File: src/rtl/jtframe_ps2_rx_if.sv
// PS/2 receiver bundle: raw pin inputs plus the validated byte output.
// master = the receiver (samples pins, drives byte); slave = pin driver / byte consumer.
interface jtframe_ps2_rx_if;
  logic       ps2_clk;
  logic       ps2_data;
  logic [7:0] data;
  logic       valid;
  logic       error;
  logic       busy;

  modport master (
    input  ps2_clk,
    input  ps2_data,
    output data,
    output valid,
    output error,
    output busy
  );

  modport slave (
    output ps2_clk,
    output ps2_data,
    input  data,
    input  valid,
    input  error,
    input  busy
  );
endinterface

File: src/rtl/jtframe_ps2_rx.sv
// PS/2 device-to-host receiver: synchronizes and glitch-filters the PS/2 pins on
// the system clock and delivers one odd-parity-checked byte per 11-bit frame.
// Optional watchdog enabled by defining JTFRAME_PS2_TIMEOUT_EN.
module jtframe_ps2_rx #(
  parameter int FILTER_LEN = 8,
  parameter int TIMEOUT    = 20000
) (
  input  logic              clk,
  input  logic              rst,
  jtframe_ps2_rx_if.master  bus
);

  localparam logic [0:0] IDLE = 1'b0;
  localparam logic [0:0] RX   = 1'b1;

  localparam logic [7:0] FLT_MAX = 8'(FILTER_LEN - 1);

  logic       ps2_clk_p0, ps2_clk_p1;
  logic       ps2_data_p0, ps2_data_p1;
  logic [7:0] flt_cnt;
  logic       fclk, fclk_d;
  logic       fall;
  logic [0:0] state;
  logic [3:0] bcnt;
  logic [7:0] shift_sr;
  logic       par_bit;
  logic [7:0] data_r;
  logic       valid_r;
  logic       error_r;

  // Odd parity over data+parity and a high stop bit make a good frame.
  function automatic logic frame_ok(input logic [7:0] d, input logic p, input logic stop);
    frame_ok = (^d ^ p) & stop;
  endfunction

  // Two-flop synchronizers for both asynchronous pins, preset to idle-high.
  always_ff @(posedge clk) begin
    if (rst) begin
      ps2_clk_p0  <= 1'b1;
      ps2_clk_p1  <= 1'b1;
      ps2_data_p0 <= 1'b1;
      ps2_data_p1 <= 1'b1;
    end else begin
      ps2_clk_p0  <= bus.ps2_clk;
      ps2_clk_p1  <= ps2_clk_p0;
      ps2_data_p0 <= bus.ps2_data;
      ps2_data_p1 <= ps2_data_p0;
    end
  end

  // Glitch filter: the filtered clock follows only levels held FILTER_LEN cycles.
  always_ff @(posedge clk) begin
    if (rst) begin
      flt_cnt <= 8'd0;
      fclk    <= 1'b1;
      fclk_d  <= 1'b1;
    end else begin
      fclk_d <= fclk;
      if (ps2_clk_p1 != fclk) begin
        if (flt_cnt == FLT_MAX) begin
          fclk    <= ps2_clk_p1;
          flt_cnt <= 8'd0;
        end else begin
          flt_cnt <= flt_cnt + 8'd1;
        end
      end else begin
        flt_cnt <= 8'd0;
      end
    end
  end

  assign fall = fclk_d & ~fclk;

`ifdef JTFRAME_PS2_TIMEOUT_EN
  localparam logic [15:0] WD_MAX = 16'(TIMEOUT - 1);
  logic [15:0] wd_cnt;

  // Watchdog: counts clk cycles since the last sample event while a frame is open.
  always_ff @(posedge clk) begin
    if (rst || fall || state == IDLE) wd_cnt <= 16'd0;
    else                              wd_cnt <= wd_cnt + 16'd1;
  end
`endif

  // Payload shifter and parity capture, LSB first; no reset needed on data.
  always_ff @(posedge clk) begin
    if (fall && state == RX) begin
      if (bcnt <= 4'd8) shift_sr <= {ps2_data_p1, shift_sr[7:1]};
      if (bcnt == 4'd9) par_bit  <= ps2_data_p1;
    end
  end

  // Frame FSM: start bit opens RX, stop bit closes it with a valid or error pulse.
  always_ff @(posedge clk) begin
    if (rst) begin
      state   <= IDLE;
      bcnt    <= 4'd0;
      data_r  <= 8'h00;
      valid_r <= 1'b0;
      error_r <= 1'b0;
    end else begin
      valid_r <= 1'b0;
      error_r <= 1'b0;
      if (fall) begin
        case (state)
          IDLE: begin
            if (!ps2_data_p1) begin
              state <= RX;
              bcnt  <= 4'd1;
            end
          end
          RX: begin
            if (bcnt <= 4'd9) begin
              bcnt <= bcnt + 4'd1;
            end else begin
              if (frame_ok(shift_sr, par_bit, ps2_data_p1)) begin
                data_r  <= shift_sr;
                valid_r <= 1'b1;
              end else begin
                error_r <= 1'b1;
              end
              state <= IDLE;
              bcnt  <= 4'd0;
            end
          end
          default: begin
            state <= IDLE;
            bcnt  <= 4'd0;
          end
        endcase
      end
`ifdef JTFRAME_PS2_TIMEOUT_EN
      else if (state == RX && wd_cnt == WD_MAX) begin
        error_r <= 1'b1;
        state   <= IDLE;
        bcnt    <= 4'd0;
      end
`endif
    end
  end

  assign bus.data  = data_r;
  assign bus.valid = valid_r;
  assign bus.error = error_r;
  assign bus.busy  = (state == RX);

endmodule

File: src/flat_wrapper.sv
// flat-port wrapper written by rule: the top's interface ports become plain ports
module jtframe_ps2_rx_flat 
#(
  parameter int FILTER_LEN = 8,
  parameter int TIMEOUT    = 20000
)
  (clk, rst, bus_ps2_clk, bus_ps2_data, bus_data, bus_valid, bus_error, bus_busy);
  jtframe_ps2_rx_if bus_i ();
  input  logic clk;
  input  logic rst;
  input wire logic [$bits(bus_i.ps2_clk)-1:0] bus_ps2_clk;
  input wire logic [$bits(bus_i.ps2_data)-1:0] bus_ps2_data;
  output wire logic [$bits(bus_i.data)-1:0] bus_data;
  output wire logic [$bits(bus_i.valid)-1:0] bus_valid;
  output wire logic [$bits(bus_i.error)-1:0] bus_error;
  output wire logic [$bits(bus_i.busy)-1:0] bus_busy;
  assign bus_i.ps2_clk = bus_ps2_clk;
  assign bus_i.ps2_data = bus_ps2_data;
  assign bus_data = bus_i.data;
  assign bus_valid = bus_i.valid;
  assign bus_error = bus_i.error;
  assign bus_busy = bus_i.busy;
  jtframe_ps2_rx #(.FILTER_LEN(FILTER_LEN), .TIMEOUT(TIMEOUT)) u_core (.clk(clk), .rst(rst), .bus(bus_i));
endmodule
File: config.mk
export PLATFORM = sky130hd
export DESIGN_NAME = jtframe_ps2_rx_flat
export DESIGN_NICKNAME = d
export VERILOG_FILES = /design/src/rtl/jtframe_ps2_rx_if.sv /design/src/rtl/jtframe_ps2_rx.sv /design/src/flat_wrapper.sv
export SDC_FILE = /design/constraint.sdc
export NUM_CORES = 1
export LEC_CHECK = 0
export ABC_AREA = 1
export CAP_MARGIN = 10
export CELL_PAD_IN_SITES_DETAIL_PLACEMENT = 2
export CELL_PAD_IN_SITES_GLOBAL_PLACEMENT = 2
export CORE_AREA = 2 2 58 114
export CTS_CLUSTER_SIZE = 20
export DETAILED_ROUTE_END_ITERATION = 8
export DIE_AREA = 0 0 60 116
export DONT_BUFFER_PORTS = 1
export PLACE_DENSITY_LB_ADDON = 0.08
export REMOVE_ABC_BUFFERS = 1
export SLEW_MARGIN = 5
export SYNTH_ARGS = -nofsm -noshare
export SYNTH_HDL_FRONTEND = slang
export SYNTH_SLANG_ARGS = --single-unit
File: constraint.sdc
create_clock -name clk -period 1.5 [get_ports clk]
set_clock_uncertainty 0.05 [all_clocks]
set_input_delay 0.3 -clock clk [delete_from_list [all_inputs] [get_ports clk]]
set_output_delay 0.3 -clock clk [all_outputs]
set_load 0.005 [all_outputs]
# Word-level counts from Yosys, hierarchy flattened
# Index checks and enable logic that the tools add are counted.
[totals]
wordCells = 47
reg_bits = 38
[classes]
magnitude_cmp = 2
bitwise = 8
add_sub_neg = 2
n_reduce_logical = 9
mux = 8
eq_ne = 4
[ops]
columns = ["cell", "count"]
rows = [
  ["8-bit by 1-bit adder with 8-bit output (second input constant)", 1],
  ["8-bit by 3-bit equality test with 1-bit output (second input constant)", 1],
  ["4-bit <= comparator (second input constant)", 2],
  ["4-bit two-way mux", 2],
  ["4-bit one-hot mux with 2 select lines", 1],
  ["2-bit AND reduction", 4],
  ["8-bit XOR reduction", 1],
  ["1-bit NOT", 5],
  ["4-bit by 1-bit adder with 4-bit output (second input constant)", 1],
  ["4-bit equality test (second input constant)", 1],
  ["1-bit two-way mux", 4],
  ["4-bit AND reduction", 1],
  ["4-bit OR reduction", 1],
  ["3-bit OR reduction", 1],
  ["1-bit AND", 2],
  ["2-bit inequality test (second input constant)", 1],
  ["1-bit one-hot mux with 2 select lines", 1],
  ["1-bit logical AND", 1],
  ["1-bit inequality test", 1],
  ["1-bit bitwise XOR", 1],
]

# Longest topological paths before layout
[depth]
word_depth = 4
mapped_depth = 12
depth_no_buf = 12

# Worst setup path after synthesis
# OpenSTA, ideal clock, no wires.
[synth_timing]
path_type = "register to register"
start = "reg u_core.bcnt[0]"
end = "reg u_core.shift_sr[0] (enable)"
setup_ns = 0.375
t_arrival_ns = 1.072
slack_ns = 0.003
stages_incl_launch_ff = 5
period_less_slack_ns = 1.497
cell_sequence = "dfxtp_1 -> inv_1 -> ha_1 -> nand2_1 -> a21oi_1"
[synth_between]
elab_chain_len = 2
[synth_rtl]
columns = ["element", "line_no", "rtl"]
rows = [
  ["start: declaration", "jtframe_ps2_rx.sv:24", "logic [3:0] bcnt;"],
  ["start signal: assignment", "jtframe_ps2_rx.sv:114", "bcnt <= bcnt + 4'd1;"],
  ["4-bit <= comparator", "jtframe_ps2_rx.sv:88", "if (bcnt <= 4'd8) shift_sr <= {ps2_data_p1, shift_sr[7:1]};"],
  ["2-bit AND reduction (no line)", "-", ""],
  ["end signal: assignment", "jtframe_ps2_rx.sv:88", ""],
  ["end: declaration", "jtframe_ps2_rx.sv:25", "logic [7:0] shift_sr;"],
]
# No other way between the ends.
# A chain may end at the register's enable or synchronous reset.

# Worst setup path after layout
[layout_timing]
start = "reg u_core.shift_sr[5]"
end = "reg u_core.valid_r (netlist: u_core.bus.valid)"
[layout_between]
elab_chain_len = 4
[layout_rtl]
columns = ["element", "line_no", "rtl"]
rows = [
  ["8-bit XOR reduction", "jtframe_ps2_rx.sv:33", "frame_ok = (^d ^ p) & stop;"],
  ["1-bit bitwise XOR", "jtframe_ps2_rx.sv:33", ""],
  ["1-bit AND", "jtframe_ps2_rx.sv:33", ""],
  ["1-bit two-way mux", "jtframe_ps2_rx.sv:116", "if (frame_ok(shift_sr, par_bit, ps2_data_p1)) begin"],
  ["end signal: assignment", "jtframe_ps2_rx.sv:99", "valid_r <= 1'b0;"],
  ["end signal: assignment", "jtframe_ps2_rx.sv:102", "valid_r <= 1'b0;"],
  ["end signal: assignment", "jtframe_ps2_rx.sv:118", "valid_r <= 1'b1;"],
  ["end: declaration", "jtframe_ps2_rx.sv:28", "logic valid_r;"],
]
# No other way between the ends.

==> impl_metrics.csv <==
group,metric,value,unit
outcome,status,"finished, violations left",
outcome,violations,"negative setup slack",
grt,overflow,0,
die,die_w,60,um
timing,max_freq,0.613,GHz
setup_path,end_kind,"flip-flop",
placed_design,gp_congestion,0.793,
synth,synth-warning-count,0,
timing,max_slew.worst_pin.slew,0.269,ns
synth,postSynthCellCount,234,
synth,yosysSeqAreaShare,46.9,%
grt,antenna_found_initial,0,
detailed_routing,first_iter_violations,21,
placed_design,io_buffers,0,
die,die_area,0.00696,mm^2
power_and_ir_drop,power_density,829,mW/mm^2
power_and_ir_drop,power_leakage,1.19,nW
clock_network,clk_pin_slew,0.05,ns
detailed_routing,route.vias.total,1684,
detailed_routing,drc_errors,0,
layout,layout.nets,296,
clock_network,cts.root.buffer_cell,"clkbuf_16",
layout,post-route-cell-area,0.00257,mm^2
detailed_routing,vias_per_cell,4.53,
job,maxCapViolCount,0,
detailed_routing,wl_per_cell,14.0,um
power_and_ir_drop,power.internal,1.73,mW
detailed_routing,wl_met2,3200,um
detailed_routing,drtAntennaViolNets,0,
layout,seqCellArea,857,um^2
power_and_ir_drop,p_clk_share,48.7,%
die,fp.coreArea,0.00606,mm^2
power_and_ir_drop,ir_drop,0.708,mV
timing,rsz0062_at_grt,"yes",
synth,synth_seq_cells,38,
setup_path,crit_type,"flip-flop to flip-flop",
min_path,hp-class,"primary input to flip-flop",
layout,fin_util,42.5,%
die,rows,40,
layout,multi_input_area,940,um^2
timing,setup_slack,-0.132,ns
grt,grt_pass1_vias,1864,
die,initial_core_util,29.9,%
timing,finalMaxSlewViolations,0,
timing,setup_violations,10,
synth,synth.distinct_cells,28,
detailed_routing,m1WireLength,1770,um
setup_path,required,1.66,ns
timing,hold_viol,0,
placed_design,place_ws,-0.293,ns
detailed_routing,route.met3.wl,108,um
synth,syn_area,0.00181,mm^2
power_and_ir_drop,p_sw_share,19.1,%
grt,track_usage,16.7,%
placed_design,place_hpwl,3950,um
setup_path,start_kind,"flip-flop",
placed_design,placed_area,0.00207,mm^2
clock_network,htree_num_levels,2,
clock_network,clockBufferDepth,2,
power_and_ir_drop,pwr-share-comb,2.0,%
power_and_ir_drop,switching_power,0.408,mW
clock_network,cts.sinks,38,
grt,grt_pass1_wl,8540,um
die,die_h,116,um
layout,syn_to_final_growth,42.0,%
timing,fin_crit,1.63,ns
die,ios,15,
power_and_ir_drop,pwr-share-seq,49.3,%
clock_network,clock_latency,0.28,ns
detailed_routing,wl,5210,um
clock_network,cts_hold_buf,0,
detailed_routing,first_pass_iters,2,
setup_path,critical_path_arrival,1.79,ns
grt,grt_start_max_net_pins,12,
timing,finalCritPeriodShare,109,%
clock_network,cts_buffers,5,
detailed_routing,routed.top_layer,"met4",
synth,syn_area_per_cell,7.75,um^2
layout,drive_above_1_share,45.8,%
setup_path,cp_max_fo,4,
clock_network,cts_tree,"done",
layout,diodes,0,
layout,fillers,692,
timing,slew_headroom,82.1,%
## cell families (layout without fill, tap and decap cells)
| logic type | count (synthesis) | after routing | synth area share (%) |
|---|---|---|---|
| buffers and inverters | 40 | 94 | 9.18 |
| and+or+nand+nor | 133 | 133 | 34.2 |
| adders and majority gates | 5 | 5 | 3.45 |
| AOI/OAI and AO/OA | 15 | 15 | 4.76 |
| DFF | 38 | 38 | 46.9 |
| xor gates and xnor gates | 3 | 3 | 1.45 |
## synth_stat cells, drive strengths merged
master / instances / area share [%]
or2: 4 / 1.4
ha: 5 / 3.5
nor3b: 1 / 0.41
nor2: 38 / 8.8
a21oi: 6 / 1.7
nor3: 3 / 0.83
clkbuf: 1 / 0.21
clkinv: 1 / 0.21
inv: 35 / 7.2
nor4: 1 / 0.69
nand2: 66 / 15
edfxtp: 9 / 15
o21ai: 6 / 1.9
dfxtp: 29 / 32
buf: 3 / 1.5
nand3: 11 / 4.0
nand4: 9 / 3.1
xnor2: 1 / 0.48
xor2: 2 / 0.97
a211oi: 3 / 1.2
## path summary, 6_finish.rpt
kind                                                    start                       endpoint  slack (ns)  cells past startpoint
worst min register to register  u_core.ps2_data_p0$_SDFF_PP1_  u_core.ps2_data_p1$_SDFF_PP1_        0.36                      1
worst max register to register   u_core.shift_sr[5]$_DFFE_PP_    u_core.bus.valid$_SDFF_PP0_       -0.13                     10
worst min-delay path                                      rst    u_core.bus.valid$_SDFF_PP0_        0.03                      1
worst max-delay path             u_core.shift_sr[5]$_DFFE_PP_    u_core.bus.valid$_SDFF_PP0_       -0.13                     10
## state kept, by name (all words and copies together) (netlist names), 4 cells and up
register / flops
u_core.bcnt: 4
u_core.flt_cnt: 8
u_core.shift_sr: 8
u_core.bus.data: 8
## worst max-delay path, stage by stage (launching register included)
cell and delay, ns:
edfxtp_1 0.47, inv_2 0.12, nand2_1 0.08, nand2_2 0.08
nand2_2 0.07, nand2_2 0.08, nand2_2 0.07, nand3_2 0.09
nand3_4 0.11, buf_4 0.16, nor3_4 0.17
## power groups by stage
stage / registers (mW) / logic, mW / clock network [mW]
floorplan: 1.08 / 0.0197 / 0
global placement: 1.07 / 0.0349 / 0
detailed placement: 1.07 / 0.0372 / 0
CTS: 1.05 / 0.0397 / 1.07
global route: 1.05 / 0.0484 / 1.11
finish: 1.05 / 0.0425 / 1.04
## metal layers
metal	vias to the layer above	GRT usage (%)
met1	817	14.7
li1	840	-
met5	-	0
met2	18	34.1
met4	0	6.67
met3	9	2.90
## placed cells by master (no fill, tap or decap), drive strengths merged
| cell | synthesis | final |
|---|---|---|
| a211oi | 3 | 3 |
| a21oi | 6 | 6 |
| buf | 3 | 50 |
| clkbuf | 1 | 7 |
| clkinv | 1 | 2 |
| dfxtp | 29 | 29 |
| edfxtp | 9 | 9 |
| ha | 5 | 5 |
| inv | 35 | 35 |
| nand2 | 66 | 66 |
| nand3 | 11 | 11 |
| nand4 | 9 | 9 |
| nor2 | 38 | 38 |
| nor3 | 3 | 3 |
| nor3b | 1 | 1 |
| nor4 | 1 | 1 |
| o21ai | 6 | 6 |
| or2 | 4 | 4 |
| xnor2 | 1 | 1 |
| xor2 | 2 | 2 |
## metrics by stage
step / instances / hold slack (ns) / power (mW) / setup TNS, ns
2_1_floorplan: 230 / 0.328 / 1.10 / -2.88
5_1_grt: 372 / 0.0183 / 2.21 / -2.35
6_report: 372 / 0.0259 / 2.14 / -0.893
4_1_cts: 362 / 0.0327 / 2.16 / -0.933
3_3_place_gp: 339 / 0.334 / 1.11 / -1.69
3_5_place_dp: 339 / 0.332 / 1.11 / -2.62
## final cells by class
| type | count | share of cell area (%) |
|---|---|---|
| Tap cell | 84 | 4.08 |
| Timing Repair Buffer | 50 | 15.0 |
| Sequential cell | 38 | 33.3 |
| Clock inverter | 1 | 0.194 |
| Multi-Input combinational cell | 156 | 36.5 |
| Clock buffer | 7 | 5.54 |
| Inverter | 36 | 5.39 |
## what timing repair did
item	in CTS	in global routing
endpoints found under the setup margin	11	29
cloned	0	1
pin swaps	35	23
setup buffers	15	9
gates resized for setup	36	21
Note: power is estimated with default switching activity, not from simulation.
